**src/rtl/mul24_rr_scheduler.sv**
```systemverilog
// rtl/mul24_rr_scheduler.sv - round-robin scheduler sharing one 24x24 unsigned multiplier
// Optional perf counters (o_perf_busy/o_perf_stall) are built when MUL24_SCHED_PERF_EN is defined.
module mul24_unsigned (
  input  logic [23:0] a,
  input  logic [23:0] b,
  output logic [47:0] p
);
  assign p = {24'b0, a} * {24'b0, b};
endmodule

module mul24_rr_scheduler #(
  parameter int NUM_REQ     = 4,
  parameter int PIPE_STAGES = 2,
  localparam int ID_W       = $clog2(NUM_REQ)
) (
  input  logic                    i_clk,
  input  logic                    i_rst_n,
  input  logic [NUM_REQ-1:0]      i_req_valid,
  output logic [NUM_REQ-1:0]      o_req_ready,
  input  logic [NUM_REQ*24-1:0]   i_req_a,
  input  logic [NUM_REQ*24-1:0]   i_req_b,
  output logic                    o_res_valid,
  input  logic                    i_res_ready,
  output logic [ID_W-1:0]         o_res_id,
  output logic [47:0]             o_res_product
`ifdef MUL24_SCHED_PERF_EN
  ,
  output logic [31:0]             o_perf_busy,
  output logic [31:0]             o_perf_stall
`endif
);

  logic            stall;
  logic            s1_en;
  logic            s1_valid;
  logic [23:0]     s1_a, s1_b;
  logic [ID_W-1:0] s1_id;
  logic [47:0]     mul_p;
  logic [ID_W-1:0] ptr, grant_id, idx;
  logic            grant_any;
  logic            accept;
  logic [23:0]     sel_a, sel_b;

  assign stall = o_res_valid & ~i_res_ready;

  // Scan downward so the requester closest to ptr is the last (winning) assignment.
  always_comb begin
    grant_any = 1'b0;
    grant_id  = '0;
    idx       = '0;
    for (int i = NUM_REQ - 1; i >= 0; i--) begin
      idx = ID_W'((int'(ptr) + i) % NUM_REQ);
      if (i_req_valid[idx]) begin
        grant_any = 1'b1;
        grant_id  = idx;
      end
    end
  end

  assign accept = grant_any & ~stall & s1_en & i_rst_n;

  always_comb begin
    o_req_ready = '0;
    if (accept) o_req_ready[grant_id] = 1'b1;
  end

  always_comb begin
    sel_a = '0;
    sel_b = '0;
    for (int k = 0; k < NUM_REQ; k++) begin
      if (grant_id == ID_W'(k)) begin
        sel_a = i_req_a[k*24 +: 24];
        sel_b = i_req_b[k*24 +: 24];
      end
    end
  end

  always_ff @(posedge i_clk or negedge i_rst_n) begin
    if (!i_rst_n) begin
      s1_valid <= 1'b0;
      s1_a     <= '0;
      s1_b     <= '0;
      s1_id    <= '0;
      ptr      <= '0;
    end else begin
      if (s1_en) s1_valid <= accept;
      if (accept) begin
        s1_a  <= sel_a;
        s1_b  <= sel_b;
        s1_id <= grant_id;
        ptr   <= (grant_id == ID_W'(NUM_REQ - 1)) ? '0 : grant_id + ID_W'(1);
      end
    end
  end

  mul24_unsigned u_mul (
    .a (s1_a),
    .b (s1_b),
    .p (mul_p)
  );

  generate
    if (PIPE_STAGES == 1) begin : g_p1
      assign s1_en         = ~s1_valid | i_res_ready;
      assign o_res_valid   = s1_valid;
      assign o_res_id      = s1_id;
      assign o_res_product = mul_p;
    end else begin : g_pn
      localparam int N = PIPE_STAGES - 1;
      logic [N-1:0]    pv;
      logic [47:0]     pp  [N];
      logic [ID_W-1:0] pid [N];
      logic [N:0]      en;

      // A stage may load when it is empty or its successor moves, so bubbles collapse under stall.
      always_comb begin
        en    = '0;
        en[N] = i_res_ready;
        for (int j = N - 1; j >= 0; j--) en[j] = ~pv[j] | en[j+1];
      end

      assign s1_en = ~s1_valid | en[0];

      always_ff @(posedge i_clk or negedge i_rst_n) begin
        if (!i_rst_n) begin
          pv <= '0;
          for (int j = 0; j < N; j++) begin
            pp[j]  <= '0;
            pid[j] <= '0;
          end
        end else begin
          if (en[0]) begin
            pv[0]  <= s1_valid;
            pp[0]  <= mul_p;
            pid[0] <= s1_id;
          end
          for (int j = 1; j < N; j++) begin
            if (en[j]) begin
              pv[j]  <= pv[j-1];
              pp[j]  <= pp[j-1];
              pid[j] <= pid[j-1];
            end
          end
        end
      end

      assign o_res_valid   = pv[N-1];
      assign o_res_id      = pid[N-1];
      assign o_res_product = pp[N-1];
    end
  endgenerate

`ifdef MUL24_SCHED_PERF_EN
  always_ff @(posedge i_clk or negedge i_rst_n) begin
    if (!i_rst_n) begin
      o_perf_busy  <= '0;
      o_perf_stall <= '0;
    end else begin
      if (o_res_valid && o_perf_busy != 32'hFFFF_FFFF) o_perf_busy <= o_perf_busy + 32'd1;
      if (stall && o_perf_stall != 32'hFFFF_FFFF) o_perf_stall <= o_perf_stall + 32'd1;
    end
  end
`endif

endmodule
```
**config.mk**
```make
export PLATFORM = sky130hd
export DESIGN_NAME = mul24_rr_scheduler
export DESIGN_NICKNAME = d
export VERILOG_FILES = /design/src/rtl/mul24_rr_scheduler.sv
export SDC_FILE = /design/constraint.sdc
export NUM_CORES = 2
export LEC_CHECK = 0
export CAP_MARGIN = 5
export CORE_MARGIN = 5
export CORE_UTILIZATION = 50
export CTS_CLUSTER_SIZE = 12
export DETAILED_ROUTE_END_ITERATION = 6
export PLACE_DENSITY = 0.72
export SLEW_MARGIN = 25
export SYNTH_ARGS = -nofsm -noshare
export SYNTH_HDL_FRONTEND = slang
export SYNTH_SLANG_ARGS = --single-unit
export TNS_END_PERCENT = 5
```
**constraint.sdc**
```tcl
create_clock -name i_clk -period 9.8 [get_ports i_clk]
set_input_delay 0.98 -clock i_clk [delete_from_list [all_inputs] [get_ports i_clk]]
set_output_delay 0.98 -clock i_clk [all_outputs]
set_load 0.02 [all_outputs]
```
==> results_dict.tcl <==
set metrics [dict create \
    post-dp-hpwl_um 58000 \
    reg2reg_to "o_res_product[47]$_DFFE_PN0P_" \
    avgSynthCellArea_um2 8.63 \
    place.gp.congestion 0.938 \
    io_pins 254 \
    holdCritPathClass "flop to flop" \
    antenna_violating_nets_post_route 0 \
    die_w_um 230 \
    antenna_cells 0 \
    synth_seq_area_share_pct 10.8 \
    normalized_max_slew_margin_pct 27.3 \
    die_area_um2 52900 \
    critPathMaxFanout 25 \
    cts-root-to-sink-buffers 2 \
    fin_crit_ns 7.83 \
    grt.overflow.total 0 \
    r2r-start "s1_a[13]$_DFFE_PN0P_" \
    reg2reg_slack_ns 1.97 \
    vias 19500 \
    worst_hold_path.endpoint "o_res_id[0]$_DFFE_PN0P_" \
    postSynthNetCount 3665 \
    rsz0062_at_grt "no" \
    worstPathRequired_ns 10.04 \
    synth_seq_cells 104 \
    setup.worst_path.class "flop to flop" \
    layout.filler_cells 4245 \
    max-cap-violations 0 \
    htree_num_levels 3 \
    synth.lib_cells_used.distinct 60 \
    initial_utilization_pct 50.6 \
    final-hold-violation-count 0 \
    synth_area_um2 24200 \
    placeableCoreArea_um2 47800 \
    drt_wl_total_um 70200 \
    synthArstFlopShare_pct 100 \
    insertion_delay_ns 0.37 \
    critical_path.endpoint_type "flop" \
    cts-buffers-inserted 9 \
    worst-r2r-cell-count 24 \
    cts.clk_slew.worst_paths_ns 0.07 \
    synth_edf_count 0 \
    final.setup_skew_ns 0.0124 \
    drtPass1Iterations 5 \
    area.growth.synth_to_final_pct 13.6 \
    finalSetupTns_ns 0 \
    synth.yosys.warnings 0 \
    grt_max_degree 99 \
    post_route_cells_drive_above_1_share_pct 2.35 \
    layout_common_cells "inv_1 (563), fa_1 (482), nand2_1 (427)" \
    tritoncts "done" \
    cts_resizes 0 \
    min_delay_startpoint "o_res_id[0]$_DFFE_PN0P_" \
    wire_length_of_the_first_global_routing_pass_um 113000 \
    cts_hold_repair.buffers 0 \
    outcome "complete, no violations" \
    placement.cell_area_um2 27100 \
    routed_wire_length_per_instance_um 19.8 \
    startpoint_type "flop" \
    track_usage_pct 26.9 \
    min_delay_path_depth 2 \
    tritoncts_num_sinks 104 \
    num_rows 80 \
    port-buffer-count 253 \
    vias_in_the_first_global_route 21100 \
    cts-root-buf "clkbuf_16" \
    mostFrequentLayoutCell "inv_1" \
    max_freq_mhz 128 \
    synth_top_flop_cell "dfrtp_1" \
    drt-vias-per-instance 5.50 \
    drc_errors_left 0 \
    drt_iter0_drc 1186 \
    tightestPinTransition_ns 1.09 \
    period_share_pct 79.9 \
    post-cts-setup-buffers 0 \
    design.final.nets 3790 \
    slowest_stage "dfrtp_1" \
    syn-instance-count 2806 \
    critical_path_arrival_ns 8.07 \
    cp_cell_sequence "nand2_1, fa_1, inv_1, fa_1, inv_1, fa_1, inv_1, fa_1, inv_1, fa_1, inv_1, fa_1, inv_1, fa_1, inv_1, ha_1, nand2_2, nor4_4, o2111ai_2, a311oi_2, o2111ai_2, a211oi_2, o21a_2, o31ai_2" \
    die_h_um 230 \
    layout.cell_area.non_filler_um2 27500 \
    grt_antenna_before_repair 1 \
    report.final.slew_viol_count 0 \
    setup_viol_count_final 0 \
    critical-path-max-stage-delay_ns 1.00 \
]
==> through the flow <==
| stage | hold WS, ns | setup slack, ns | instances | util (%) |
|---|---|---|---|---|
| after global routing | 0.486 | 1.62 | 3550 | 57.5 |
| after floorplan | 0.435 | 3.04 | 2806 | - |
| after detailed placement | 0.450 | 1.98 | 3533 | 56.7 |
| after CTS | 0.474 | 1.98 | 3548 | 57.4 |
| final | 0.471 | 1.97 | 3550 | 57.5 |
| after global placement | 0.445 | 2.21 | 3533 | 56.7 |
==> worst max-delay path: cells and delay by family (launching register included) <==
kind | cells | cell delay [ns]
flops | 1 | 1.00
compound gates | 6 | 1.65
buf+inv | 7 | 0.37
fa+ha+maj | 8 | 3.98
simple gates | 3 | 0.67
==> worst max path at each step <==
stage,from,end,cells past startpoint
after floorplan,s1_b[3]$_DFFE_PN0P_,o_res_product[47]$_DFFE_PN0P_,27
after global placement,s1_a[13]$_DFFE_PN0P_,o_res_product[47]$_DFFE_PN0P_,24
after detailed placement,s1_a[13]$_DFFE_PN0P_,o_res_product[47]$_DFFE_PN0P_,24
after CTS,s1_a[13]$_DFFE_PN0P_,o_res_product[47]$_DFFE_PN0P_,24
after global routing,s1_a[13]$_DFFE_PN0P_,o_res_product[47]$_DFFE_PN0P_,24
final,s1_a[13]$_DFFE_PN0P_,o_res_product[47]$_DFFE_PN0P_,24
==> registers in the layout, indices dropped and copies added (netlist names) <==
signal and flops:
s1_id 2, s1_valid 1, s1_b 24, o_res_valid 1, o_res_product 48, s1_a 24, ptr 2, o_res_id 2
==> Yosys cell counts (all sizes together), types with 2 or more instances <==
| cell | number | area [um2] |
|---|---|---|
| a211o | 3 | 26.3 |
| a211oi | 5 | 42.5 |
| a21boi | 4 | 30.0 |
| a21o | 12 | 90.1 |
| a21oi | 126 | 634 |
| a221o | 49 | 490 |
| a22oi | 2 | 15.0 |
| a311oi | 3 | 32.5 |
| a31oi | 3 | 18.8 |
| and2 | 289 | 1810 |
| and3 | 6 | 38.8 |
| and3b | 3 | 26.3 |
| and4 | 2 | 17.5 |
| buf | 5 | 25.0 |
| clkbuf | 164 | 616 |
| dfrtp | 104 | 2600 |
| fa | 482 | 9650 |
| ha | 178 | 2230 |
| inv | 563 | 2110 |
| mux2i | 2 | 20.0 |
| nand2 | 430 | 1620 |
| nand2b | 4 | 25.0 |
| nand3 | 12 | 60.1 |
| nand4 | 13 | 81.3 |
| nor2 | 111 | 417 |
| nor2b | 4 | 25.0 |
| nor3 | 5 | 25.0 |
| nor4 | 2 | 27.5 |
| o2111ai | 4 | 47.6 |
| o211a | 2 | 20.0 |
| o211ai | 4 | 30.0 |
| o21a | 10 | 76.3 |
| o21ai | 137 | 686 |
| o21bai | 5 | 37.5 |
| o31ai | 8 | 70.1 |
| or3 | 2 | 12.5 |
| xnor2 | 19 | 166 |
| xor2 | 17 | 149 |
==> cell type report <==
class | instances | area [um2] | area share (%)
sequential | 104 | 2600 | 9.46
timing repair buffer | 283 | 2800 | 10.2
clock buffer | 10 | 239 | 0.869
inverter | 563 | 2110 | 7.69
clock inverter | 5 | 81.3 | 0.296
tap | 615 | 769 | 2.80
multi-input combinational | 1970 | 18900 | 68.7
==> kinds of logic (layout without fill, tap and decap cells) <==
family | Yosys count | count (layout) | share of synthesized area [%]
AND/OR/NAND/NOR | 886 | 886 | 17.4
buffers and inverters | 732 | 861 | 11.4
adder cells (fa/ha/maj) | 660 | 660 | 49.1
AO/OA/AOI/OAI | 386 | 386 | 10.0
flip-flops | 104 | 104 | 10.8
XOR/XNOR | 36 | 36 | 1.30
multiplexers | 2 | 2 | 0.0827
==> routing by layer <==
layer  global-route usage, %  vias up  part of all wire [%]
li1                        -     8769                     -
met1                    33.8     9917                    39
met2                    47.1      678                    51
met3                    4.45      147                   5.9
met4                    9.53        2                   4.2
met5                       0        -                 0.010
Power is not shown: default switching activity piles up to over one toggle a cycle in this logic, so the estimate is an artifact.
